<file path="config.mk">
export PLATFORM = sky130hd
export DESIGN_NAME = wb_arbiter_flat
export DESIGN_NICKNAME = d
export VERILOG_FILES = /design/src/rtl/wb_pkg.sv /design/src/rtl/wb_arbiter_if.sv /design/src/rtl/rr_arbiter.sv /design/src/rtl/wb_arbiter.sv /design/src/flat_wrapper.sv
export SDC_FILE = /design/constraint.sdc
export NUM_CORES = 1
export LEC_CHECK = 0
export CAP_MARGIN = 20
export CORE_MARGIN = 4
export CORE_UTILIZATION = 36
export CTS_CLUSTER_SIZE = 40
export DETAILED_ROUTE_END_ITERATION = 6
export SLEW_MARGIN = 30
export SYNTH_ARGS = -nofsm -noshare
export SYNTH_HDL_FRONTEND = slang
export SYNTH_SLANG_ARGS = --single-unit
</file>
<file path="constraint.sdc">
create_clock -name clock -period 8.85 [get_ports clock]
set_input_delay 0.885 -clock clock [delete_from_list [all_inputs] [get_ports clock]]
set_output_delay 0.885 -clock clock [all_outputs]
set_load 0.05 [all_outputs]
</file>
<file path="src/rtl/wb_pkg.sv">
// Shared writeback types: unit codes, the per-unit holding slot and the retire classification.
// DATA_W/ADDR_W here are the widths Issue and the Scoreboard agree on.
package wb_pkg;

    localparam int WB_NUM_UNITS = 3;
    localparam int WB_DATA_W    = 32;
    localparam int WB_ADDR_W    = 5;
    localparam int WB_UNIT_W    = 2;

    typedef enum logic [WB_UNIT_W-1:0] {
        UNIT_ALU   = 2'd0,
        UNIT_SHIFT = 2'd1,
        UNIT_MEM   = 2'd2
    } unit_e;

    typedef struct packed {
        logic                 valid;
        logic [WB_DATA_W-1:0] data;
        logic [WB_ADDR_W-1:0] regdest;
        logic                 writereg;
        logic                 writeov;
        logic                 ov;
    } wb_slot_t;

    typedef enum logic [1:0] {
        RET_NONE  = 2'd0,
        RET_TRAP  = 2'd1,
        RET_WRITE = 2'd2
    } retire_e;

    // Trap wins over the write; r0 writes and stores retire silently.
    function automatic retire_e retire_kind(input wb_slot_t s);
        if (!s.valid)
            return RET_NONE;
        else if (s.writeov && s.ov)
            return RET_TRAP;
        else if (s.writereg && (s.regdest != '0))
            return RET_WRITE;
        else
            return RET_NONE;
    endfunction

endpackage

</file>
<file path="src/rtl/wb_arbiter_if.sv">
// Execute-side result handshake plus the regfile/scoreboard writeback outputs.
// master: execute units and writeback consumers; slave: the arbiter.
interface wb_arbiter_if
    import wb_pkg::*;
#(
    parameter int NUM_UNITS = WB_NUM_UNITS,
    parameter int DATA_W    = WB_DATA_W,
    parameter int ADDR_W    = WB_ADDR_W,
    parameter int UNIT_W    = WB_UNIT_W
);
    logic [NUM_UNITS-1:0]        fu_wb_valid;
    logic [NUM_UNITS-1:0]        fu_wb_ready;
    logic [NUM_UNITS*DATA_W-1:0] fu_wb_data;
    logic [NUM_UNITS*ADDR_W-1:0] fu_wb_regdest;
    logic [NUM_UNITS-1:0]        fu_wb_writereg;
    logic [NUM_UNITS-1:0]        fu_wb_writeov;
    logic [NUM_UNITS-1:0]        fu_wb_ov;

    logic                        wb_reg_enablewrite;
    logic [ADDR_W-1:0]           wb_reg_writeaddr;
    logic [DATA_W-1:0]           wb_reg_writedata;
    logic                        wb_sb_clear;
    logic [ADDR_W-1:0]           wb_sb_clearaddr;
    logic [UNIT_W-1:0]           wb_sb_clearunit;
    logic                        wb_exception;
    logic [UNIT_W-1:0]           wb_exception_unit;
    logic                        wb_busy;

    modport master (
        output fu_wb_valid, fu_wb_data, fu_wb_regdest,
               fu_wb_writereg, fu_wb_writeov, fu_wb_ov,
        input  fu_wb_ready,
        input  wb_reg_enablewrite, wb_reg_writeaddr, wb_reg_writedata,
               wb_sb_clear, wb_sb_clearaddr, wb_sb_clearunit,
               wb_exception, wb_exception_unit, wb_busy
    );

    modport slave (
        input  fu_wb_valid, fu_wb_data, fu_wb_regdest,
               fu_wb_writereg, fu_wb_writeov, fu_wb_ov,
        output fu_wb_ready,
        output wb_reg_enablewrite, wb_reg_writeaddr, wb_reg_writedata,
               wb_sb_clear, wb_sb_clearaddr, wb_sb_clearunit,
               wb_exception, wb_exception_unit, wb_busy
    );

endinterface

</file>
<file path="src/rtl/rr_arbiter.sv">
// Combinational round-robin arbiter: first requester at or above ptr, wrapping modulo N.
// Produces a one-hot grant and its encoded index.
module rr_arbiter #(
    parameter int N     = 3,
    parameter int IDX_W = 2
) (
    input  logic [N-1:0]     req,
    input  logic [IDX_W-1:0] ptr,
    output logic [N-1:0]     grant,
    output logic [IDX_W-1:0] grant_idx,
    output logic             grant_valid
);

    // Scan from the farthest offset down so the nearest requester is the last to win.
    always_comb begin
        grant       = '0;
        grant_idx   = '0;
        grant_valid = 1'b0;
        for (int k = N - 1; k >= 0; k--) begin
            automatic int idx = (int'(ptr) + k) % N;
            if (req[idx]) begin
                grant       = '0;
                grant[idx]  = 1'b1;
                grant_idx   = IDX_W'(idx);
                grant_valid = 1'b1;
            end
        end
    end

endmodule

</file>
<file path="src/rtl/wb_arbiter.sv">
// Writeback arbiter: one holding slot per functional unit, round-robin retire of one slot
// per cycle into a registered regfile write / scoreboard clear / overflow trap.
module wb_arbiter
    import wb_pkg::*;
#(
    parameter int NUM_UNITS = WB_NUM_UNITS,
    parameter int DATA_W    = WB_DATA_W,
    parameter int ADDR_W    = WB_ADDR_W,
    parameter int UNIT_W    = WB_UNIT_W
) (
    input logic         clock,
    input logic         reset,
    wb_arbiter_if.slave bus
);

    wb_slot_t             slot_q [NUM_UNITS];
    wb_slot_t             fu_slot [NUM_UNITS];
    wb_slot_t             gnt_slot;
    logic [NUM_UNITS-1:0] slot_valid;
    logic [NUM_UNITS-1:0] grant;
    logic [NUM_UNITS-1:0] ready;
    logic [NUM_UNITS-1:0] capture;
    logic [UNIT_W-1:0]    rr_ptr;
    logic [UNIT_W-1:0]    grant_idx;
    logic                 grant_valid;
    retire_e              ret_kind;

    logic                 reg_enablewrite;
    logic [ADDR_W-1:0]    reg_writeaddr;
    logic [DATA_W-1:0]    reg_writedata;
    logic                 sb_clear;
    logic [ADDR_W-1:0]    sb_clearaddr;
    logic [UNIT_W-1:0]    sb_clearunit;
    logic                 exception;
    logic [UNIT_W-1:0]    exception_unit;

    always_comb begin
        slot_valid = '0;
        for (int i = 0; i < NUM_UNITS; i++) begin
            slot_valid[i]       = slot_q[i].valid;
            fu_slot[i].valid    = 1'b1;
            fu_slot[i].data     = bus.fu_wb_data[i*DATA_W +: DATA_W];
            fu_slot[i].regdest  = bus.fu_wb_regdest[i*ADDR_W +: ADDR_W];
            fu_slot[i].writereg = bus.fu_wb_writereg[i];
            fu_slot[i].writeov  = bus.fu_wb_writeov[i];
            fu_slot[i].ov       = bus.fu_wb_ov[i];
        end
    end

    rr_arbiter #(
        .N     (NUM_UNITS),
        .IDX_W (UNIT_W)
    ) u_rr_arbiter (
        .req         (slot_valid),
        .ptr         (rr_ptr),
        .grant       (grant),
        .grant_idx   (grant_idx),
        .grant_valid (grant_valid)
    );

    // A slot being retired this cycle may be refilled in the same cycle.
    assign ready           = ~slot_valid | grant;
    assign capture         = bus.fu_wb_valid & ready;
    assign bus.fu_wb_ready = ready;
    assign bus.wb_busy     = |slot_valid;

    always_ff @(posedge clock) begin
        if (reset) begin
            for (int i = 0; i < NUM_UNITS; i++)
                slot_q[i] <= '0;
        end else begin
            for (int i = 0; i < NUM_UNITS; i++) begin
                if (capture[i])
                    slot_q[i] <= fu_slot[i];
                else if (grant[i])
                    slot_q[i].valid <= 1'b0;
            end
        end
    end

    always_ff @(posedge clock) begin
        if (reset)
            rr_ptr <= '0;
        else if (grant_valid)
            rr_ptr <= (grant_idx == UNIT_W'(NUM_UNITS - 1)) ? '0 : grant_idx + 1'b1;
    end

    always_comb begin
        gnt_slot = '0;
        for (int i = 0; i < NUM_UNITS; i++)
            if (grant[i])
                gnt_slot = slot_q[i];
    end

    assign ret_kind = grant_valid ? retire_kind(gnt_slot) : RET_NONE;

    // Strobes pulse for one cycle; address/data/unit fields keep their last value.
    always_ff @(posedge clock) begin
        if (reset) begin
            reg_enablewrite <= 1'b0;
            reg_writeaddr   <= '0;
            reg_writedata   <= '0;
            sb_clear        <= 1'b0;
            sb_clearaddr    <= '0;
            sb_clearunit    <= '0;
            exception       <= 1'b0;
            exception_unit  <= '0;
        end else begin
            reg_enablewrite <= 1'b0;
            sb_clear        <= 1'b0;
            exception       <= 1'b0;
            case (ret_kind)
                RET_TRAP: begin
                    exception      <= 1'b1;
                    exception_unit <= grant_idx;
                    sb_clear       <= 1'b1;
                    sb_clearaddr   <= gnt_slot.regdest;
                    sb_clearunit   <= grant_idx;
                end
                RET_WRITE: begin
                    reg_enablewrite <= 1'b1;
                    reg_writeaddr   <= gnt_slot.regdest;
                    reg_writedata   <= gnt_slot.data;
                    sb_clear        <= 1'b1;
                    sb_clearaddr    <= gnt_slot.regdest;
                    sb_clearunit    <= grant_idx;
                end
                default: ;
            endcase
        end
    end

    assign bus.wb_reg_enablewrite = reg_enablewrite;
    assign bus.wb_reg_writeaddr   = reg_writeaddr;
    assign bus.wb_reg_writedata   = reg_writedata;
    assign bus.wb_sb_clear        = sb_clear;
    assign bus.wb_sb_clearaddr    = sb_clearaddr;
    assign bus.wb_sb_clearunit    = sb_clearunit;
    assign bus.wb_exception       = exception;
    assign bus.wb_exception_unit  = exception_unit;

endmodule

</file>
<file path="src/flat_wrapper.sv">
// flat-port wrapper written by rule: the top's interface ports become plain ports
module wb_arbiter_flat import wb_pkg::*;
#(
    parameter int NUM_UNITS = WB_NUM_UNITS,
    parameter int DATA_W    = WB_DATA_W,
    parameter int ADDR_W    = WB_ADDR_W,
    parameter int UNIT_W    = WB_UNIT_W
)
  (clock, reset, bus_fu_wb_valid, bus_fu_wb_data, bus_fu_wb_regdest, bus_fu_wb_writereg, bus_fu_wb_writeov, bus_fu_wb_ov, bus_fu_wb_ready, bus_wb_reg_enablewrite, bus_wb_reg_writeaddr, bus_wb_reg_writedata, bus_wb_sb_clear, bus_wb_sb_clearaddr, bus_wb_sb_clearunit, bus_wb_exception, bus_wb_exception_unit, bus_wb_busy);
  wb_arbiter_if #(.NUM_UNITS(NUM_UNITS), .DATA_W(DATA_W), .ADDR_W(ADDR_W), .UNIT_W(UNIT_W)) bus_i ();
  input logic clock;
  input logic reset;
  input wire logic [$bits(bus_i.fu_wb_valid)-1:0] bus_fu_wb_valid;
  input wire logic [$bits(bus_i.fu_wb_data)-1:0] bus_fu_wb_data;
  input wire logic [$bits(bus_i.fu_wb_regdest)-1:0] bus_fu_wb_regdest;
  input wire logic [$bits(bus_i.fu_wb_writereg)-1:0] bus_fu_wb_writereg;
  input wire logic [$bits(bus_i.fu_wb_writeov)-1:0] bus_fu_wb_writeov;
  input wire logic [$bits(bus_i.fu_wb_ov)-1:0] bus_fu_wb_ov;
  output wire logic [$bits(bus_i.fu_wb_ready)-1:0] bus_fu_wb_ready;
  output wire logic [$bits(bus_i.wb_reg_enablewrite)-1:0] bus_wb_reg_enablewrite;
  output wire logic [$bits(bus_i.wb_reg_writeaddr)-1:0] bus_wb_reg_writeaddr;
  output wire logic [$bits(bus_i.wb_reg_writedata)-1:0] bus_wb_reg_writedata;
  output wire logic [$bits(bus_i.wb_sb_clear)-1:0] bus_wb_sb_clear;
  output wire logic [$bits(bus_i.wb_sb_clearaddr)-1:0] bus_wb_sb_clearaddr;
  output wire logic [$bits(bus_i.wb_sb_clearunit)-1:0] bus_wb_sb_clearunit;
  output wire logic [$bits(bus_i.wb_exception)-1:0] bus_wb_exception;
  output wire logic [$bits(bus_i.wb_exception_unit)-1:0] bus_wb_exception_unit;
  output wire logic [$bits(bus_i.wb_busy)-1:0] bus_wb_busy;
  assign bus_i.fu_wb_valid = bus_fu_wb_valid;
  assign bus_i.fu_wb_data = bus_fu_wb_data;
  assign bus_i.fu_wb_regdest = bus_fu_wb_regdest;
  assign bus_i.fu_wb_writereg = bus_fu_wb_writereg;
  assign bus_i.fu_wb_writeov = bus_fu_wb_writeov;
  assign bus_i.fu_wb_ov = bus_fu_wb_ov;
  assign bus_fu_wb_ready = bus_i.fu_wb_ready;
  assign bus_wb_reg_enablewrite = bus_i.wb_reg_enablewrite;
  assign bus_wb_reg_writeaddr = bus_i.wb_reg_writeaddr;
  assign bus_wb_reg_writedata = bus_i.wb_reg_writedata;
  assign bus_wb_sb_clear = bus_i.wb_sb_clear;
  assign bus_wb_sb_clearaddr = bus_i.wb_sb_clearaddr;
  assign bus_wb_sb_clearunit = bus_i.wb_sb_clearunit;
  assign bus_wb_exception = bus_i.wb_exception;
  assign bus_wb_exception_unit = bus_i.wb_exception_unit;
  assign bus_wb_busy = bus_i.wb_busy;
  wb_arbiter #(.NUM_UNITS(NUM_UNITS), .DATA_W(DATA_W), .ADDR_W(ADDR_W), .UNIT_W(UNIT_W)) u_core (.clock(clock), .reset(reset), .bus(bus_i));
endmodule
</file>
==> results.toml, run 1 <==
[status]
outcome = "finished clean"

[global_route]
antenna_found_initial = 1
grt_pass1_wl_um = 33200
use_met1_pct = 21.4
grtUsageMet3_pct = 4.32
grt_pass1_vias = 5823
overflow = 0
gr-usage-met2_pct = 28.1
grt_max_degree = 66
busiest_layer = "met2"
grt_use_total_pct = 16.6

[pwr]
leakagePower_nw = 3.78
p_sw_share_pct = 42.9
p_switching_w = 0.00166
peakVddDrop_v = 0.000146
power.density_mw_per_mm2 = 364
power.total_w = 0.00388
power_frac_clock_pct = 18.6
combPwrFrac_pct = 49.6
internal-power_w = 0.00222
power_frac_seq_pct = 31.8

[placement]
io_buffers = 177
dpl.hpwl_um = 14000
dp.cells = 1121
routabilityCongestion = 0.794

[timing]
slew_violations = 0
skew_ns = 0.00953
post-route-min-period_ns = 4.90
timing_hold_violations_final = 0
rsz0062_at_grt = "no"
slew_headroom_pct = 46.6
period_share_pct = 55.4
final.setup.tns_ns = 0
fmax_ghz = 0.204
worst_pin_slew_ns = 0.801
hold_slack_ns = 0.458
finalSetupViolations = 0

[cts]
cts_resized = 0
clkSinkCount = 174
cts-buffers-inserted = 17
clockRootBuffer = "clkbuf_16"
cts_setup_buffers = 0
clockBufferDepth = 2
cts_tree = "done"
insertion_delay_ns = 0.42
cts_max_level = 4
clk_pin_slew_ns = 0.07
ctsHoldBuffers = 0

[worst_hold_path]
hp-class = "reg2reg"

[logic_synthesis]
syn_area_mm2 = 0.00820
syn-mean-instance-area_um2 = 11.5
synth.yosys.seq_area_share_pct = 57.4
synthFlopType = "edfxtp_1"
async_flop_share_pct = 0
ys_types = 53
synth_nets = 845
synth_edf_count = 122
ys_seq_elements = 174
yosysWarnings = 0
syn_inst = 712

[route]
ant_nets = 0
drt-pass1-iter-count = 4
routed_wl_um = 21300
drtIter0Drc = 331
drc_errors = 0
vias_per_cell = 5.03
wl_per_cell_um = 18.5
dr_total_vias = 5796

[setup_path]
worstPathRequired_ns = 7.97
rrSetupSlack_ns = 4.08
crit_path_end_kind = "output pin"
cp-start-kind = "register"
critical_path_arrival_ns = 4.02
crit_type = "reg2out"
path_max_fanout = 25

[die]
core_area_mm2 = 0.0221
die_area_mm2 = 0.0253
ioPinCount = 178
chipHeight_um = 159
fp-row-count = 54
die_w_um = 159
initial_core_util_pct = 37.1

[flow_run]
drv_cap = 0

[final_layout]
syn_to_final_growth_pct = 29.9
finalNetCount = 993
fin_cells = 1153
drive_above_1_share_pct = 10.5
antenna_cells = 0
worst max-delay path: stages, from the launching register on:
cell and delay [ns]:
dfxtp_1 0.38, inv_1 0.08, ha_1 0.54, inv_1 0.20
a21o_1 0.20, nor2b_1 0.13, o41a_2 0.73, buf_4 0.38
nand2_1 0.14, clkdlybuf4s50_1 0.81
power groups by stage:
stage	registers [W]	logic [W]	clock network, W
global placement	0.00125	0.00193	0
floorplan	0.00140	0.00132	0
detailed placement	0.00125	0.00195	0
global route	0.00126	0.00210	0.000775
CTS	0.00124	0.00195	0.000740
finish	0.00123	0.00192	0.000722
registers in the layout, summed over array words and instances (netlist names):
name                           cells
u_core.bus.wb_exception            1
u_core.bus.wb_sb_clearunit         2
u_core.slot_q                    123
u_core.bus.wb_reg_writeaddr        5
u_core.rr_ptr                      2
u_core.bus.wb_reg_enablewrite      1
u_core.bus.wb_sb_clear             1
u_core.bus.wb_exception_unit       2
u_core.bus.wb_reg_writedata       32
u_core.bus.wb_sb_clearaddr         5
final timing paths:
kind	end	start	depth (start not counted)
max	bus_fu_wb_ready[0]	u_core.rr_ptr[0]$_SDFFE_PP0P_	9
min	u_core.bus.wb_sb_clearaddr[0]$_SDFFE_PP0P_	u_core.bus.wb_sb_clearaddr[0]$_SDFFE_PP0P_	2
max reg2reg	u_core.bus.wb_reg_writeaddr[4]$_SDFFE_PP0N_	u_core.rr_ptr[1]$_SDFFE_PP0P_	13
min reg2reg	u_core.bus.wb_sb_clearaddr[0]$_SDFFE_PP0P_	u_core.bus.wb_sb_clearaddr[0]$_SDFFE_PP0P_	2
routing by layer:
metal | wire (um) | vias up | share of wire [%]
li1 | - | 2850 | -
met1 | 9280 | 2775 | 44
met2 | 10600 | 148 | 50
met3 | 1130 | 21 | 5.3
met4 | 274 | 2 | 1.3
met5 | 12 | - | 0.056
cell usage in the layout, fill, tap and decap left out, types with 2 or more instances in the layout:
master           synthesis  routed
a21o_1                   3       2
a21oi_1                 54      52
a21oi_4                  0       2
a22oi_1                  2       2
and2_1                 121     121
buf_4                    0      10
clkbuf_16                0      17
clkdlybuf4s50_1          0     176
clkinv_2                 0       4
clkinv_4                 0       2
clkinvlp_4               0       2
dfxtp_1                 52      52
edfxtp_1               122     122
ha_1                     8       7
inv_1                   40      40
inv_6                    0       2
inv_8                    0       2
mux2_2                   2       2
mux2i_1                  3       3
nand2_1                 22      21
nand2b_1                38      38
nand3_1                 49      49
nor2_1                   9       9
nor2b_1                  7       7
o211ai_1                40      40
o211ai_2                 5       5
o21ai_0                  9       9
o221ai_1                 9       9
o221ai_2                23      23
o31a_1                   2       2
o32ai_1                  2       2
or2_2                    6       6
or3_1                    2       2
cell usage after synthesis, types with 2 or more instances:
| library cell | count | area share (%) |
|---|---|---|
| a21o_1 | 3 | 0.27 |
| a21oi_1 | 54 | 3.3 |
| a22oi_1 | 2 | 0.18 |
| a31oi_1 | 2 | 0.15 |
| and2_1 | 121 | 9.2 |
| buf_1 | 5 | 0.23 |
| buf_2 | 20 | 1.2 |
| buf_6 | 13 | 1.8 |
| buf_8 | 2 | 0.37 |
| clkbuf_1 | 15 | 0.69 |
| clkbuf_2 | 3 | 0.18 |
| dfxtp_1 | 52 | 13 |
| edfxtp_1 | 122 | 45 |
| ha_1 | 8 | 1.2 |
| inv_1 | 40 | 1.8 |
| mux2_2 | 2 | 0.27 |
| mux2i_1 | 3 | 0.37 |
| nand2_1 | 22 | 1.0 |
| nand2b_1 | 38 | 2.9 |
| nand3_1 | 49 | 3.0 |
| nor2_1 | 9 | 0.41 |
| nor2b_1 | 7 | 0.53 |
| o211ai_1 | 40 | 3.7 |
| o211ai_2 | 5 | 0.76 |
| o21ai_0 | 9 | 0.55 |
| o221ai_1 | 9 | 0.96 |
| o221ai_2 | 23 | 4.2 |
| o31a_1 | 2 | 0.21 |
| o32ai_1 | 2 | 0.21 |
| or2_2 | 6 | 0.46 |
| or3_1 | 2 | 0.15 |
cells by family after synthesis:
logic type | count (synthesis) | synth area share, %
buf+inv | 98 | 6.30
simple gates | 262 | 18.4
mux | 7 | 0.961
flops | 174 | 57.4
compound gates | 163 | 15.7
fa+ha+maj | 8 | 1.22
per-stage QoR:
stage	setup WS [ns]	area (um2)	utilization, %
detailed placement	4.04	10100	45.6
finish	3.95	10700	48.2
global route	3.67	10700	48.2
CTS	3.91	10700	48.2
global placement	4.24	10100	45.6
floorplan	5.04	8200	-
area by class of cell:
type	count	area [um2]
clock buffer	18	429
clock inverter	14	139
fill	1998	11400
inverter	40	150
multi-input combinational	440	3040
sequential	174	4700
tap	280	350
timing repair buffer	187	1840
(Power assumes the default switching activity.)
==> inputs of run 2 (changes only) <==
==> constraint.sdc (replaced) <==
create_clock -name clock -period 4.61 [get_ports clock]
set_input_delay 0.461 -clock clock [delete_from_list [all_inputs] [get_ports clock]]
set_output_delay 0.461 -clock clock [all_outputs]
set_load 0.05 [all_outputs]
==> results.toml, run 2 (synthesis gave the netlist of run 1 again) <==
[setup_path]
critical_path_arrival_ns = 3.96
slowest_stage = "clkdlybuf4s50_1"
worstPathRequired_ns = 4.15
path_max_fanout = 20
startpoint = "u_core.rr_ptr[0]$_SDFFE_PP0P_"
crit_family = "buffers and inverters"
rrSetupSlack_ns = 0.35
reg2reg_depth = 13
slowest_delay_ns = 0.82
critical_path_depth = 9
crit_path_end_kind = "output pin"
crit_top_cell = "inv_1"
crit_type = "reg2out"
path_cells = "inv_1 -> ha_1 -> inv_1 -> a21o_1 -> nor2b_1 -> o41a_2 -> buf_4 -> nand2_1 -> clkdlybuf4s50_1"
worstSetupEndpoint = "bus_fu_wb_ready[0]"
r2r-end = "u_core.bus.wb_reg_writedata[13]$_SDFFE_PP0N_"
timing.rr.start = "u_core.rr_ptr[0]$_SDFFE_PP0P_"
cp-start-kind = "register"
crit_buf_inv = 4

[placement]
routabilityCongestion = 0.863
dpl.hpwl_um = 14500
io_buffers = 177
post-place-ws_ns = 0.403

[final_layout]
num-fill-cells = 1955
drive_above_1_share_pct = 11.4
antenna_cells = 0
final_cell_mix = "176 x clkdlybuf4s50_1, 122 x edfxtp_1, 121 x and2_1, 52 x a21oi_1, 52 x dfxtp_1"
finalNetCount = 1000
final_common_cell = "clkdlybuf4s50_1"
top_register = "u_core.slot_q"
multi_input_area_mm2 = 0.00304
largest_reg_flops = 123
utilization_pct = 48.9
syn_to_final_growth_pct = 31.6
regArea_mm2 = 0.00470

[route]
wl_per_cell_um = 18.5
dr_total_vias = 5801
ant_nets = 0
drtIter0Drc = 309
vias_per_cell = 5.00
routed_wl_um = 21500
drt-pass1-iter-count = 5
drc_errors = 0

[cts]
cts_tree = "done"
clkSinkCount = 174
clk_pin_slew_ns = 0.07
clockBufferDepth = 2
cts_max_level = 4
cts_resized = 0
cts_setup_buffers = 0
insertion_delay_ns = 0.43
cts-buffers-inserted = 17
ctsHoldBuffers = 0
clockRootBuffer = "clkbuf_16"

[pwr]
power.density_mw_per_mm2 = 711
leakagePower_nw = 3.85
peakVddDrop_v = 0.000358

[global_route]
overflow = 0
grt_pass1_vias = 6012
grt_use_total_pct = 16.9
grt_pass1_wl_um = 33800
antenna_found_initial = 0
grt_max_degree = 45

[timing]
period_share_pct = 95.8
final.setup.tns_ns = 0
slew_headroom_pct = 53.6
worst_pin_slew_ns = 0.696
slew_violations = 0
rsz0062_at_grt = "no"
finalSetupViolations = 0
post-route-min-period_ns = 4.42
fin_ws_ns = 0.194
skew_ns = 0.0110
timing_hold_violations_final = 0
fmax_ghz = 0.226

[die]
ioPinCount = 178
initial_core_util_pct = 37.1
chipHeight_um = 159
fp-row-count = 54
die_area_mm2 = 0.0253
die_w_um = 159
core_area_mm2 = 0.0221

[worst_hold_path]
hp-class = "reg2reg"
hold_depth = 2

[status]
outcome = "finished clean"

[flow_run]
drv_cap = 0
run 2: cell count changes in the layout (fill, tap and decap cells not counted), moves of 3 or more:
cell	before	now
buf_4	10	14
buf_12	0	3
inv_8	2	6
clkinv_2	4	0
run 2: metal layers:
metal | vias up | GRT usage [%] | share of wire, %
li1 | 2871 | - | -
met1 | 2713 | 22.1 | 44
met2 | 190 | 28.2 | 48
met3 | 27 | 4.01 | 5.3
met4 | 0 | 4.77 | 1.9
met5 | - | 0 | 0
run 2: worst min path at each step:
stage	slack, ns	from	end
global route	0.50	u_core.bus.wb_reg_writedata[19]$_SDFFE_PP0N_	u_core.bus.wb_reg_writedata[19]$_SDFFE_PP0N_
detailed placement	0.46	u_core.bus.wb_sb_clearaddr[0]$_SDFFE_PP0P_	u_core.bus.wb_sb_clearaddr[0]$_SDFFE_PP0P_
global placement	0.46	u_core.bus.wb_sb_clearaddr[0]$_SDFFE_PP0P_	u_core.bus.wb_sb_clearaddr[0]$_SDFFE_PP0P_
floorplan	0.47	u_core.rr_ptr[0]$_SDFFE_PP0P_	u_core.rr_ptr[0]$_SDFFE_PP0P_
CTS	0.47	u_core.bus.wb_sb_clearaddr[0]$_SDFFE_PP0P_	u_core.bus.wb_sb_clearaddr[0]$_SDFFE_PP0P_
finish	0.47	u_core.bus.wb_sb_clearaddr[0]$_SDFFE_PP0P_	u_core.bus.wb_sb_clearaddr[0]$_SDFFE_PP0P_
run 2: cell type report:
cell class | count | share of cell area (%)
tap | 280 | 3.24
clock buffer | 17 | 3.94
inverter | 40 | 1.39
multi-input combinational | 440 | 28.1
clock inverter | 15 | 1.82
sequential | 174 | 43.6
timing repair buffer | 194 | 17.9
run 2: stage by stage:
step           hold WS (ns)  std cells  instance area [um2]  power (W)
2_1_floorplan         0.466        712                 8200    0.00523
5_1_grt               0.498       1160                10800    0.00815
6_report              0.465       1160                10800    0.00768
3_3_place_gp          0.456       1128                10200    0.00619
3_5_place_dp          0.457       1128                10200    0.00622
4_1_cts               0.467       1160                10800    0.00773
run 2: power by group:
part           switching [W]  internal, W
clock network       0.000674     0.000830
registers           0.000177      0.00220
logic                0.00243      0.00137
total                0.00328      0.00440
run 2: worst reg2reg max path: cells and delay by family (launching register included):
family / cells / cell delay, ns
buffers and inverters: 3 / 0.63
AND/OR/NAND/NOR: 1 / 0.13
AO/OA/AOI/OAI: 7 / 2.26
flip-flops: 1 / 0.38
adder cells (fa/ha/maj): 2 / 0.79
==> inputs of run 3 (changes only) <==
--- a/config.mk
+++ b/config.mk
@@ -6,7 +6,6 @@
 export NUM_CORES = 1
 export LEC_CHECK = 0
 export CAP_MARGIN = 20
-export CORE_MARGIN = 4
 export CORE_UTILIZATION = 36
 export CTS_CLUSTER_SIZE = 40
 export DETAILED_ROUTE_END_ITERATION = 6
==> results.toml, run 3 (synthesis gave the netlist of run 1 again) <==
[final_layout]
utilization_pct = 49.0
final_cell_mix = "175 x clkdlybuf4s50_1, 122 x edfxtp_1, 121 x and2_1, 52 x a21oi_1, 52 x dfxtp_1"
largest_reg_flops = 123
drive_above_1_share_pct = 11.3
final_common_cell = "clkdlybuf4s50_1"
top_register = "u_core.slot_q"
syn_to_final_growth_pct = 32.0
fin_cells = 1160
finalNetCount = 999

[timing]
fmax_ghz = 0.233
period_share_pct = 93.1
rsz0062_at_grt = "no"
final.setup.tns_ns = 0
skew_ns = 0.00750
post-route-min-period_ns = 4.29
fin_ws_ns = 0.320
finalSetupViolations = 0
timing_hold_violations_final = 0
slew_headroom_pct = 44.4
hold_slack_ns = 0.455
worst_pin_slew_ns = 0.833
slew_violations = 0

[die]
die_area_mm2 = 0.0234
fp-row-count = 54
die_w_um = 153
chipHeight_um = 153
ioPinCount = 178
initial_core_util_pct = 37.1
core_area_mm2 = 0.0221

[global_route]
grt_max_degree = 71
antenna_found_initial = 1
overflow = 0
grt_pass1_wl_um = 32300
grt_pass1_vias = 5851
grt_use_total_pct = 18.2

[cts]
clk_pin_slew_ns = 0.07
cts-buffers-inserted = 17
cts_tree = "done"
insertion_delay_ns = 0.43
cts_setup_buffers = 0
clkSinkCount = 174
cts_max_level = 4
clockRootBuffer = "clkbuf_16"
clockBufferDepth = 2

[route]
drc_errors = 0
routed_wl_um = 20900
drt-pass1-iter-count = 5
vias_per_cell = 5.15
wl_per_cell_um = 18.0
drtIter0Drc = 369
wl_met3_um = 998
dr_total_vias = 5972
topRoutingLayerUsed = "met4"
wl_met1_um = 9460
ant_nets = 0
wl_met2_um = 10100

[worst_hold_path]
hp-class = "reg2reg"

[setup_path]
path_cells = "inv_1 -> ha_1 -> nor2b_1 -> mux2i_1 -> o21ai_0 -> a21oi_4 -> buf_4 -> nand2_1 -> clkdlybuf4s50_1"
crit_buf_inv = 3
crit_family = "buffers and inverters"
worstPathRequired_ns = 4.15
cp-start-kind = "register"
slowest_stage = "clkdlybuf4s50_1"
crit_type = "reg2out"
critical_path_arrival_ns = 3.83
path_max_fanout = 23
slowest_delay_ns = 0.71
crit_path_end_kind = "output pin"

[placement]
io_buffers = 177
routabilityCongestion = 0.810
dpl.hpwl_um = 13500
post-place-ws_ns = 0.410
dp.cells = 1127

[status]
outcome = "finished clean"

[flow_run]
drv_cap = 0

[pwr]
leakagePower_nw = 3.85
power.density_mw_per_mm2 = 709
peakVddDrop_v = 0.000281
## run 3: stage by stage
stage / instance area [um2] / power, W
final: 10800 / 0.00768
after detailed placement: 10200 / 0.00619
after global placement: 10200 / 0.00617
after floorplan: 8200 / 0.00523
after CTS: 10800 / 0.00775
after global routing: 10800 / 0.00815
## run 3: cell type report
type | count | area [um2]
fill | 2002 | 11300
sequential | 174 | 4700
multi-input combinational | 440 | 3050
timing repair buffer | 193 | 1940
clock buffer | 18 | 429
tap | 280 | 350
clock inverter | 14 | 204
inverter | 40 | 150
antenna | 1 | 2.50
## run 3: tightest hold or removal path, stage by stage, from the launching register on
cell and delay, ns:
dfxtp_1 0.31, nand2_1 0.05, a21oi_1 0.05
## run 3: final timing paths
| check | startpoint | end | slack [ns] | cells past startpoint |
|---|---|---|---|---|
| max | u_core.rr_ptr[1]$_SDFFE_PP0P_ | bus_fu_wb_ready[2] | 0.32 | 9 |
| min | u_core.bus.wb_sb_clearaddr[0]$_SDFFE_PP0P_ | u_core.bus.wb_sb_clearaddr[0]$_SDFFE_PP0P_ | 0.45 | 2 |
| max reg2reg | u_core.rr_ptr[0]$_SDFFE_PP0P_ | u_core.bus.wb_reg_writedata[21]$_SDFFE_PP0N_ | 0.44 | 13 |
| min reg2reg | u_core.bus.wb_sb_clearaddr[0]$_SDFFE_PP0P_ | u_core.bus.wb_sb_clearaddr[0]$_SDFFE_PP0P_ | 0.45 | 2 |
## run 3: metal layers
metal | up-vias | global-route usage [%]
li1 | 2875 | -
met1 | 2884 | 23.4
met2 | 191 | 30.1
met3 | 22 | 4.05
met4 | 0 | 6.25
met5 | - | 0
## run 3: report_power, final
| group | leakage, nW | internal [W] | switching, W | total (W) |
|---|---|---|---|---|
| combinational | 1.83 | 0.00136 | 0.00241 | 0.00378 |
| clock | 0.301 | 0.000875 | 0.000651 | 0.00153 |
| sequential | 1.72 | 0.00220 | 0.000173 | 0.00237 |
| total | 3.85 | 0.00444 | 0.00324 | 0.00768 |
## run 3: what timing repair did
action	4_1_cts	5_1_grt
setup endpoints to repair	0	33
hold buffers	0	0
resized for setup	0	3
